[src/rtl/rs_stream_syndrome_engine_pkg.sv]
// rtl/rs_stream_syndrome_engine_pkg.sv - shared state encoding and defaults for the RS syndrome engine
package rs_stream_syndrome_engine_pkg;

  typedef enum logic [1:0] {
    ST_IDLE = 2'd0,
    ST_INIT = 2'd1,
    ST_RUN  = 2'd2,
    ST_DONE = 2'd3
  } rs_state_e;

  localparam int RS_DEF_SYM_W   = 8;
  localparam int RS_MAX_ERRORS  = 16;

endpackage

[src/rtl/rs_stream_syndrome_engine_gf_mul.sv]
// rtl/rs_stream_syndrome_engine_gf_mul.sv - combinational GF(2^m) multiply reduced by a run-time polynomial
module rs_stream_syndrome_engine_gf_mul #(
  parameter int SYM_W = 8
) (
  input  logic [SYM_W-1:0] a,
  input  logic [SYM_W-1:0] b,
  input  logic [SYM_W:0]   poly,
  output logic [SYM_W-1:0] p
);

  logic [SYM_W-1:0] acc;
  logic [SYM_W-1:0] sh;
  logic [SYM_W:0]   t;

  // Shift-and-add: sh walks a*x^i mod poly; poly[SYM_W] cancels the overflow bit.
  always_comb begin
    acc = '0;
    sh  = a;
    t   = '0;
    for (int i = 0; i < SYM_W; i++) begin
      if (b[i]) acc = acc ^ sh;
      t = {sh, 1'b0};
      if (t[SYM_W]) t = t ^ poly;
      sh = t[SYM_W-1:0];
    end
    p = acc;
  end

endmodule

[src/rtl/rs_stream_syndrome_engine.sv]
// rtl/rs_stream_syndrome_engine.sv - streaming Reed-Solomon syndrome generator, LANES multipliers time-shared over NSYN roots
module rs_stream_syndrome_engine
  import rs_stream_syndrome_engine_pkg::*;
#(
  parameter int SYM_W = RS_DEF_SYM_W,
  parameter int NSYN  = 2 * RS_MAX_ERRORS,
  parameter int LANES = 4,
  parameter int CNT_W = 8
) (
  input  logic                  clk,
  input  logic                  rst_n,
  input  logic                  start,
  input  logic                  abort,
  input  logic [SYM_W:0]        cfg_poly,
  input  logic [SYM_W-1:0]      cfg_alpha,
  input  logic [SYM_W-1:0]      cfg_root0,
  input  logic                  s_valid,
  output logic                  s_ready,
  input  logic [SYM_W-1:0]      s_data,
  input  logic                  s_last,
  output logic                  busy,
  output logic                  syn_valid,
  output logic                  syn_zero,
  output logic [NSYN*SYM_W-1:0] syn_flat,
  output logic [CNT_W-1:0]      sym_count
);

  localparam int G  = NSYN / LANES;
  localparam int GW = (G > 1) ? $clog2(G) : 1;
  localparam int IW = (NSYN > 1) ? $clog2(NSYN) : 1;
  localparam logic [GW-1:0]    G_LAST  = GW'(G - 1);
  localparam logic [IW-1:0]    I_LAST  = IW'(NSYN - 1);
  localparam logic [CNT_W-1:0] CNT_MAX = '1;

  rs_state_e        state_q, state_d;
  logic [SYM_W:0]   poly_q;
  logic [SYM_W-1:0] alpha_q, root0_q, root_last_q, sym_q;
  logic [SYM_W-1:0] root_q [NSYN];
  logic [SYM_W-1:0] syn_q  [NSYN];
  logic [IW-1:0]    init_cnt_q;
  logic [GW-1:0]    g_q;
  logic             proc_q, last_q;

  logic             start_go, accept, grp_end, syn_nz;
  logic [SYM_W-1:0] root_gen, root_next;
  logic [SYM_W-1:0] lane_a [LANES];
  logic [SYM_W-1:0] lane_b [LANES];
  logic [SYM_W-1:0] lane_p [LANES];

  assign start_go  = start && !abort && (state_q == ST_IDLE || state_q == ST_DONE);
  assign s_ready   = (state_q == ST_RUN) && (!proc_q || (g_q == G_LAST && !last_q));
  assign accept    = s_valid && s_ready;
  assign grp_end   = proc_q && (g_q == G_LAST);
  assign busy      = (state_q == ST_INIT) || (state_q == ST_RUN);
  assign root_next = (init_cnt_q == '0) ? root0_q : root_gen;

  rs_stream_syndrome_engine_gf_mul #(.SYM_W(SYM_W)) u_root_gen (
    .a    (root_last_q),
    .b    (alpha_q),
    .poly (poly_q),
    .p    (root_gen)
  );

  // Group g steers syndromes g*LANES .. g*LANES+LANES-1 onto the shared lanes.
  always_comb begin
    for (int k = 0; k < LANES; k++) begin
      lane_a[k] = '0;
      lane_b[k] = '0;
    end
    for (int j = 0; j < NSYN; j++) begin
      if (g_q == GW'(j / LANES)) begin
        lane_a[j % LANES] = syn_q[j];
        lane_b[j % LANES] = root_q[j];
      end
    end
  end

  for (genvar k = 0; k < LANES; k++) begin : g_lane
    rs_stream_syndrome_engine_gf_mul #(.SYM_W(SYM_W)) u_mul (
      .a    (lane_a[k]),
      .b    (lane_b[k]),
      .poly (poly_q),
      .p    (lane_p[k])
    );
  end

  for (genvar j = 0; j < NSYN; j++) begin : g_flat
    assign syn_flat[j*SYM_W +: SYM_W] = syn_q[j];
  end

  always_comb begin
    syn_nz = 1'b0;
    for (int j = 0; j < NSYN; j++) syn_nz = syn_nz | (syn_q[j] != '0);
  end

  always_comb begin
    state_d = state_q;
    if (abort) begin
      state_d = ST_IDLE;
    end else begin
      case (state_q)
        ST_IDLE: if (start)                       state_d = ST_INIT;
        ST_INIT: if (init_cnt_q == I_LAST)        state_d = ST_RUN;
        ST_RUN:  if (grp_end && last_q)           state_d = ST_DONE;
        ST_DONE: if (start)                       state_d = ST_INIT;
        default:                                  state_d = ST_IDLE;
      endcase
    end
  end

  always_ff @(posedge clk or negedge rst_n) begin
    if (!rst_n) begin
      state_q     <= ST_IDLE;
      poly_q      <= '0;
      alpha_q     <= '0;
      root0_q     <= '0;
      root_last_q <= '0;
      sym_q       <= '0;
      init_cnt_q  <= '0;
      g_q         <= '0;
      proc_q      <= 1'b0;
      last_q      <= 1'b0;
      sym_count   <= '0;
      syn_valid   <= 1'b0;
      syn_zero    <= 1'b0;
      for (int j = 0; j < NSYN; j++) begin
        root_q[j] <= '0;
        syn_q[j]  <= '0;
      end
    end else begin
      state_q <= state_d;
      if (abort) begin
        proc_q    <= 1'b0;
        last_q    <= 1'b0;
        g_q       <= '0;
        syn_valid <= 1'b0;
        syn_zero  <= 1'b0;
      end else if (start_go) begin
        poly_q     <= cfg_poly;
        alpha_q    <= cfg_alpha;
        root0_q    <= cfg_root0;
        init_cnt_q <= '0;
        g_q        <= '0;
        proc_q     <= 1'b0;
        last_q     <= 1'b0;
        sym_count  <= '0;
        syn_valid  <= 1'b0;
        syn_zero   <= 1'b0;
        for (int j = 0; j < NSYN; j++) syn_q[j] <= '0;
      end else begin
        case (state_q)
          ST_INIT: begin
            for (int j = 0; j < NSYN; j++) begin
              if (init_cnt_q == IW'(j)) root_q[j] <= root_next;
            end
            root_last_q <= root_next;
            init_cnt_q  <= init_cnt_q + IW'(1);
          end
          ST_RUN: begin
            if (proc_q) begin
              for (int j = 0; j < NSYN; j++) begin
                if (g_q == GW'(j / LANES)) syn_q[j] <= lane_p[j % LANES] ^ sym_q;
              end
            end
            if (accept) begin
              sym_q  <= s_data;
              last_q <= s_last;
              proc_q <= 1'b1;
              g_q    <= '0;
              if (sym_count != CNT_MAX) sym_count <= sym_count + CNT_W'(1);
            end else if (grp_end) begin
              proc_q <= 1'b0;
              g_q    <= '0;
            end else if (proc_q) begin
              g_q <= g_q + GW'(1);
            end
          end
          // Syndromes settle on the edge into DONE, so flag and zero test follow one edge later.
          ST_DONE: begin
            if (!syn_valid) begin
              syn_valid <= 1'b1;
              syn_zero  <= !syn_nz;
            end
          end
          default: ;
        endcase
      end
    end
  end

endmodule

[config.mk]
export PLATFORM = sky130hd
export DESIGN_NAME = rs_stream_syndrome_engine
export DESIGN_NICKNAME = d
export VERILOG_FILES = /design/src/rtl/rs_stream_syndrome_engine_pkg.sv /design/src/rtl/rs_stream_syndrome_engine_gf_mul.sv /design/src/rtl/rs_stream_syndrome_engine.sv
export SDC_FILE = /design/constraint.sdc
export NUM_CORES = 2
export LEC_CHECK = 0
export CAP_MARGIN = 20
export CORE_MARGIN = 4
export CORE_UTILIZATION = 55
export CTS_BUF_LIST = sky130_fd_sc_hd__clkbuf_4
export DETAILED_ROUTE_END_ITERATION = 7
export PLACE_DENSITY = 0.79
export RECOVER_POWER = 50
export REMOVE_ABC_BUFFERS = 1
export SLEW_MARGIN = 20
export SYNTH_ARGS = -nofsm -noshare
export SYNTH_HDL_FRONTEND = slang
export SYNTH_SLANG_ARGS = --single-unit
[constraint.sdc]
create_clock -name clk -period 6.31 [get_ports clk]
set_input_delay 0.9465 -clock clk [delete_from_list [all_inputs] [get_ports clk]]
set_output_delay 0.9465 -clock clk [all_outputs]
set_load 0.02 [all_outputs]
Word level (Yosys, flattened, before mapping)
Index checks and enable logic that the tools add are counted.

storage, ports and cells
  register bits after elaboration = 574
  word-level logic and storage cells = 559

operators by class
  $add $sub $neg = 3
  equality and inequality tests = 46
  mux-type cells = 208
  bitwise logic cells = 107
  reduce and logical (&&, ||, !) cells = 118

operators by type and width
  cell                 count
  $mux 8               176
  $mux 256             3
  $xor 8x8->8          74
  $reduce_bool 8->1    32
  $reduce_and 4->1     42
  $eq 5x5->1 const B   16
  $eq 5x4->1 const B   8
  $or 1x1->1           31
  $reduce_bool 2->1    13
  $eq 5x3->1 const B   4
  $mux 3               6
  $mux 1               16
  $eq 3x3->1 const B   4
  $reduce_and 2->1     6
  $eq 5x2->1 const B   2
  $mux 5               2
  $ne 3x2->1 const B   3
  $reduce_bool 3->1    3
  $add 8x1->8 const B  1
  $mux 2               4
  $ne 8x8->1 const B   1
  $logic_and 1x1->1    7
  $eq 3x2->1 const B   2
  $pmux 2 s3           1
  other kinds (17)     25

Depth between registers and ports, before layout
  depth in word-level cells = 37
  mapped depth = 29
  depth with buffers taken out = 18

By module
A second synthesis with hierarchy kept.

second synthesis, totals
  cells, all modules = 4873
  area total of the unflattened synthesis = 39763.1 µm²

by module, submodules not included
  module                            times used  cells an instance  area each (µm²)
  rs_stream_syndrome_engine         1           2798               26319.0
  rs_stream_syndrome_engine_gf_mul  5           415                2688.8

Worst setup path before layout
OpenSTA, ideal clock, no wires.

  kind = register -> register
  from = register g_q[2]
  to = register syn_q (netlist bit syn_flat[111])
  setup time = 0.132 ns
  data arrival time = 5.891 ns
  data required time = 6.178 ns
  path slack = 0.287 ns
  stages on the path, launching flop included = 26
  path buffers = 7
  clock period less this slack = 6.023 ns
  cell sequence = dfrtp_1 > buf_4 > inv_1 > clkbuf_1 > clkbuf_1 > clkbuf_1 > ha_1 > buf_6 > clkbuf_1 > a211oi_1 > o21ai_1 > a311oi_4 > nor2_1 > buf_2 > o211ai_1 > a311oi_1 > nor2_2 > a221o_1 > o211a_1 > o21ai_0 > xor3_1 > or4b_1 > o211a_2 > o21a_1 > xor2_1 > o21ai_1

between the ends
  longest elaborated chain between the ends = 30
  elaborated cells on any way between the ends = 60

ends and longest elaborated chain
  item                            line                                                                            RTL
  start: declaration              rs_stream_syndrome_engine.sv:41                                                 logic [GW-1:0] g_q;
  start signal: assignment        rs_stream_syndrome_engine.sv:175                                                g_q <= g_q + GW'(1);
  $logic_not 3->1                 rs_stream_syndrome_engine.sv:71                                                 if (g_q == GW'(j / LANES)) begin
  $mux 8 (8 in series)            rs_stream_syndrome_engine.sv:71
  $xor 8x8->8                     rs_stream_syndrome_engine_gf_mul.sv:23                                          if (t[SYM_W]) t = t ^ poly;
  $mux 8                          rs_stream_syndrome_engine_gf_mul.sv:23
  $xor 8x8->8 (on tied branches)  rs_stream_syndrome_engine_gf_mul.sv:21, rs_stream_syndrome_engine_gf_mul.sv:23
  $mux 8 (on tied branches)       rs_stream_syndrome_engine_gf_mul.sv:21, rs_stream_syndrome_engine_gf_mul.sv:23
  $xor 8x8->8 (on tied branches)  rs_stream_syndrome_engine_gf_mul.sv:21, rs_stream_syndrome_engine_gf_mul.sv:23
  $mux 8 (on tied branches)       rs_stream_syndrome_engine_gf_mul.sv:21, rs_stream_syndrome_engine_gf_mul.sv:23
  [... 7 more ...]                n/a
  $mux 8 (on tied branches)       rs_stream_syndrome_engine_gf_mul.sv:21, rs_stream_syndrome_engine_gf_mul.sv:23
  $xor 8x8->8                     rs_stream_syndrome_engine_gf_mul.sv:21                                          if (b[i]) acc = acc ^ sh;
  $mux 8                          rs_stream_syndrome_engine_gf_mul.sv:21
  $xor 8x8->8                     rs_stream_syndrome_engine.sv:162                                                if (g_q == GW'(j / LANES)) syn_q[j] <= lane_p[j % LANES] ^ sym_q;
  $mux 8                          rs_stream_syndrome_engine.sv:162
  $mux 256                        rs_stream_syndrome_engine.sv:160                                                if (proc_q) begin
  $mux 256                        rs_stream_syndrome_engine.sv:151                                                case (state_q)
  $mux 256                        rs_stream_syndrome_engine.sv:138                                                end else if (start_go) begin
  end signal: indexed assignment  rs_stream_syndrome_engine.sv:162
  end: declaration                rs_stream_syndrome_engine.sv:39                                                 logic [SYM_W-1:0] syn_q [NSYN];

Several ways; a longest one is shown, not always the timed one. The select of a mux whose other input is x is not followed.
A chain may end at the register's enable or synchronous reset.

Worst setup path in the final report
  from = register g_q[0]
  to = register syn_q (netlist bit syn_flat[139])

between the ends
  longest elaborated chain between the ends = 30
  elaborated cells on any way between the ends = 60

ends and longest elaborated chain
  item                            line
  $logic_not 3->1                 rs_stream_syndrome_engine.sv:71
  $mux 8 (8 in series)            rs_stream_syndrome_engine.sv:71
  $xor 8x8->8                     rs_stream_syndrome_engine_gf_mul.sv:23
  $mux 8                          rs_stream_syndrome_engine_gf_mul.sv:23
  $xor 8x8->8 (on tied branches)  rs_stream_syndrome_engine_gf_mul.sv:21, rs_stream_syndrome_engine_gf_mul.sv:23
  $mux 8 (on tied branches)       rs_stream_syndrome_engine_gf_mul.sv:21, rs_stream_syndrome_engine_gf_mul.sv:23
  $xor 8x8->8 (on tied branches)  rs_stream_syndrome_engine_gf_mul.sv:21, rs_stream_syndrome_engine_gf_mul.sv:23
  $mux 8 (on tied branches)       rs_stream_syndrome_engine_gf_mul.sv:21, rs_stream_syndrome_engine_gf_mul.sv:23
  [... 7 more ...]                n/a
  $mux 8                          rs_stream_syndrome_engine_gf_mul.sv:21
  $xor 8x8->8                     rs_stream_syndrome_engine_gf_mul.sv:21
  $mux 8                          rs_stream_syndrome_engine_gf_mul.sv:21
  $xor 8x8->8                     rs_stream_syndrome_engine.sv:162
  $mux 8                          rs_stream_syndrome_engine.sv:162
  $mux 256                        rs_stream_syndrome_engine.sv:160
  $mux 256                        rs_stream_syndrome_engine.sv:151
  $mux 256                        rs_stream_syndrome_engine.sv:138

Several ways; a longest one is shown, not always the timed one. The select of a mux whose other input is x is not followed.

==> impl_metrics.csv <==
group,metric,value,unit
detailed_routing,drt-total-wl,164000,um
detailed_routing,first_iter_violations,6088,
place,place.gp.congestion,1.05,
floorplanning,start_util,0.557,
grt,antenna_found_initial,13,
floorplanning,die-height,278,um
yosys,synth_top_area_share,0.359,
critical_path,crit_path_max_fanout,15,
grt,grt_usage,0.411,
yosys,postSynth.asyncResetShare,1.00,
cts,clk_latency,1.09,ns
yosys,synth_edf_count,0,
grt,grt_pass1_vias,39300,
finish,stdcell_count,6165,
yosys,seq_area_frac_synth,0.359,
floorplanning,die_w,278,um
cts,cts_buffers,151,
critical_path,path_buf_inv,5,
grt,grt_overflow,0,
critical_path,crit_slowest_cell,"xnor3_1",
cts,clkSlewWorstSetupHoldPaths,0.07,ns
yosys,synth_top_cells_by_count,"862 x nand2_1, 574 x dfrtp_1, 397 x o21ai_0, 352 x xnor2_1, 309 x nor2_1",
floorplanning,die_area,77200,um2
detailed_routing,wl_per_cell,26.6,um
place,hpwlAfterDp,116000,um
cts,clock-sinks,574,
pwr,finalPower,26500,uW
place,port_buffers,305,
finish,area_delta_synth_final,17.9,%
timing,post-route-min-period,6.08,ns
detailed_routing,dr.pass1.iters,8,
yosys,postSynthCellCount,4723,
timing,post-route-period-util,0.964,
detailed_routing,ant_nets,0,
grt,grt_start_max_net_pins,181,
critical_path,cp_cell_sequence,"ha_1 > ha_4 > buf_4 > nor2_1 > buf_4 > o221ai_2 > a211o_1 > a21oi_2 > nor3_1 > a211oi_4 > buf_4 > o41ai_1 > a211oi_2 > xnor2_2 > buf_4 > nand2_1 > xnor2_1 > xor2_1 > nand2_1 > xnor2_1 > xnor3_1 > buf_4 > o21ai_0",
floorplanning,io_pins,307,
pwr,power.density,562,nW/um2
timing,rsz0062_at_grt,"yes",
critical_path,max_stage_delay,0.48,ns
timing,finalHoldViolations,0,
run_status,failed_checks,"DRC, capacitance limit, slew limit",
yosys,synth.avg_cell_area,8.48,um2
cts,clk_path_buf_depth,3,
timing,worst_pin_slew,4.95,ns
timing,slew-limit-headroom,-2.30,
timing,finClkSkew,0.0918,ns
run_status,status,"finished, violations left",
detailed_routing,vias,41200,
yosys,synth.ff_latch_count,574,
floorplanning,rows,98,
timing,drv_slew,125,
yosys,synth_top_cell_by_area,"dfrtp_1",
finish,nets,5160,
timing,fmax,164,MHz
yosys,ys_types,119,
yosys,synth_area_leaders,"dfrtp_1 36%, nand2_1 8.1%, xnor2_1 7.7%",
critical_path,critical_path.most_common_cell,"buf_4",
yosys,netlist_area,40000,um2
grt,grt_pass1_wl,245000,um
worst_hold_path,hp-class,"input pin to flop",
detailed_routing,drc_errors,4,
place,dp.cells,5896,
yosys,yosysWarnings,0,
pwr,p_leak,0.0201,uW
critical_path,cp_data_required_time,7.26,ns
critical_path,startpoint_type,"flop",
yosys,synth_flop_cell,"dfrtp_1",
run,drv_cap,2,
critical_path,worstSetupPathType,"flop to flop",
finish,drive_gt1_frac,0.167,
critical_path,crit_path_end_kind,"flop",
timing,setup_tns,0,ns
timing,whs,0.411,ns
critical_path,cp_top_family,"compound AO/OA/AOI/OAI gates",
floorplanning,core,71900,um2
yosys,synth.most_common_cell,"nand2_1",
cts,clockRootBuffer,"clkbuf_4",
critical_path,r2r_setup_slack,0.23,ns
pwr,peakVddDrop,0.00130,V
detailed_routing,routed_via_density,6.68,
cts,htreeDepth,4,
timing,setup_viol,0,
critical_path,crit_arrival,7.04,ns
cts,cts_tree,"built",
[logic make-up after synthesis]
logic type / Yosys count / synth area share
compound gates: 1203 / 0.195
fa+ha+maj: 16 / 0.00500
simple gates: 1730 / 0.196
xor+xnor: 510 / 0.124
flops: 574 / 0.359
mux: 277 / 0.0765
buf+inv: 413 / 0.0450
[cell type report]
cell class | instances | area, um2
antenna | 8 | 20.0
fill | 6070 | 24700
multi-input combinational | 3736 | 24300
sequential | 574 | 14400
clock inverter | 45 | 313
timing repair buffer | 576 | 5210
inverter | 66 | 248
tap | 950 | 1190
clock buffer | 210 | 1580
[where the power goes]
group	leakage (uW)	switching (uW)	internal, uW
clock network	0.00111	1710	1580
registers	0.00781	798	4090
logic	0.0112	11800	6590
total	0.0201	14300	12300
[worst paths after layout]
kind,to,from,depth (start not counted)
max,syn_flat[139]$_DFFE_PN0P_,g_q[0]$_DFFE_PN0P_,23
min reg2reg,root_q[226]$_DFFE_PN0P_,root_q[226]$_DFFE_PN0P_,2
max reg2reg,syn_flat[139]$_DFFE_PN0P_,g_q[0]$_DFFE_PN0P_,23
max in group asynchronous,root_q[44]$_DFFE_PN0P_,rst_n,3
min in group asynchronous,syn_flat[43]$_DFFE_PN0P_,rst_n,2
min,alpha_q[1]$_DFFE_PN0P_,cfg_alpha[1],3
[sequential cells by signal, summed over array words and instances, names as in the netlist, 2 cells and up]
| signal | flops |
|---|---|
| root_last_q | 8 |
| root0_q | 8 |
| sym_q | 8 |
| root_q | 256 |
| init_cnt_q | 5 |
| syn_flat | 256 |
| sym_count | 8 |
| alpha_q | 8 |
| poly_q | 8 |
| g_q | 3 |
| state_q | 2 |
[metal layers]
metal	routed length, um	GRT usage	vias to the layer above
li1	-	-	17600
met1	57500	0.502	19500
met2	68900	0.609	3131
met3	22500	0.142	905
met4	14700	0.287	22
met5	216	0	-
[worst reg2reg max path: stages (launching register included)]
cell,delay (ns)
dfrtp_1,0.45
ha_1,0.30
ha_4,0.26
buf_4,0.20
nor2_1,0.14
buf_4,0.31
o221ai_2,0.27
a211o_1,0.47
a21oi_2,0.26
nor3_1,0.14
a211oi_4,0.35
buf_4,0.28
o41ai_1,0.10
a211oi_2,0.32
xnor2_2,0.17
buf_4,0.20
nand2_1,0.08
xnor2_1,0.29
xor2_1,0.24
nand2_1,0.09
xnor2_1,0.19
xnor3_1,0.48
buf_4,0.21
o21ai_0,0.20
[layout by cell type, fill, tap and decap left out, types with 35 or more instances in the layout]
cell             netlist  routed
a211oi_1              35      35
a21oi_1              264     250
buf_4                 19     253
clkbuf_4               1     211
clkdlybuf4s50_1        0     220
dfrtp_1              574     566
dlygate4sd3_1          1      85
inv_1                 65      64
mux2_2               228     228
mux2i_1               48      44
nand2_1              862     858
nand3_1              120     120
nand3b_1              45      45
nor2_1               309     307
nor2b_1               38      37
nor3_1                74      72
nor4_1                86      86
o211ai_1              60      60
o21ai_0              397     395
o21ai_1               33      35
xnor2_1              352     345
xor2_1               119     118
[what timing repair did]
action,in CTS,in global routing
endpoints found under the setup margin,8,170
endpoints found under the hold margin,71,0
buffers inserted,2,3
hold buffers,1,0
gates resized for setup,1,35
pin swaps,1,6
[through the flow]
stage | setup slack, ns | utilization | area (um2)
global route | -0.0174 | 0.657 | 47200
detailed placement | 0.00531 | 0.627 | 45100
floorplan | -3.26 | - | 38500
global placement | 0.176 | 0.627 | 45100
finish | 0.226 | 0.657 | 47200
CTS | 0.00940 | 0.654 | 47000
Power figures use the tool's default switching activity.
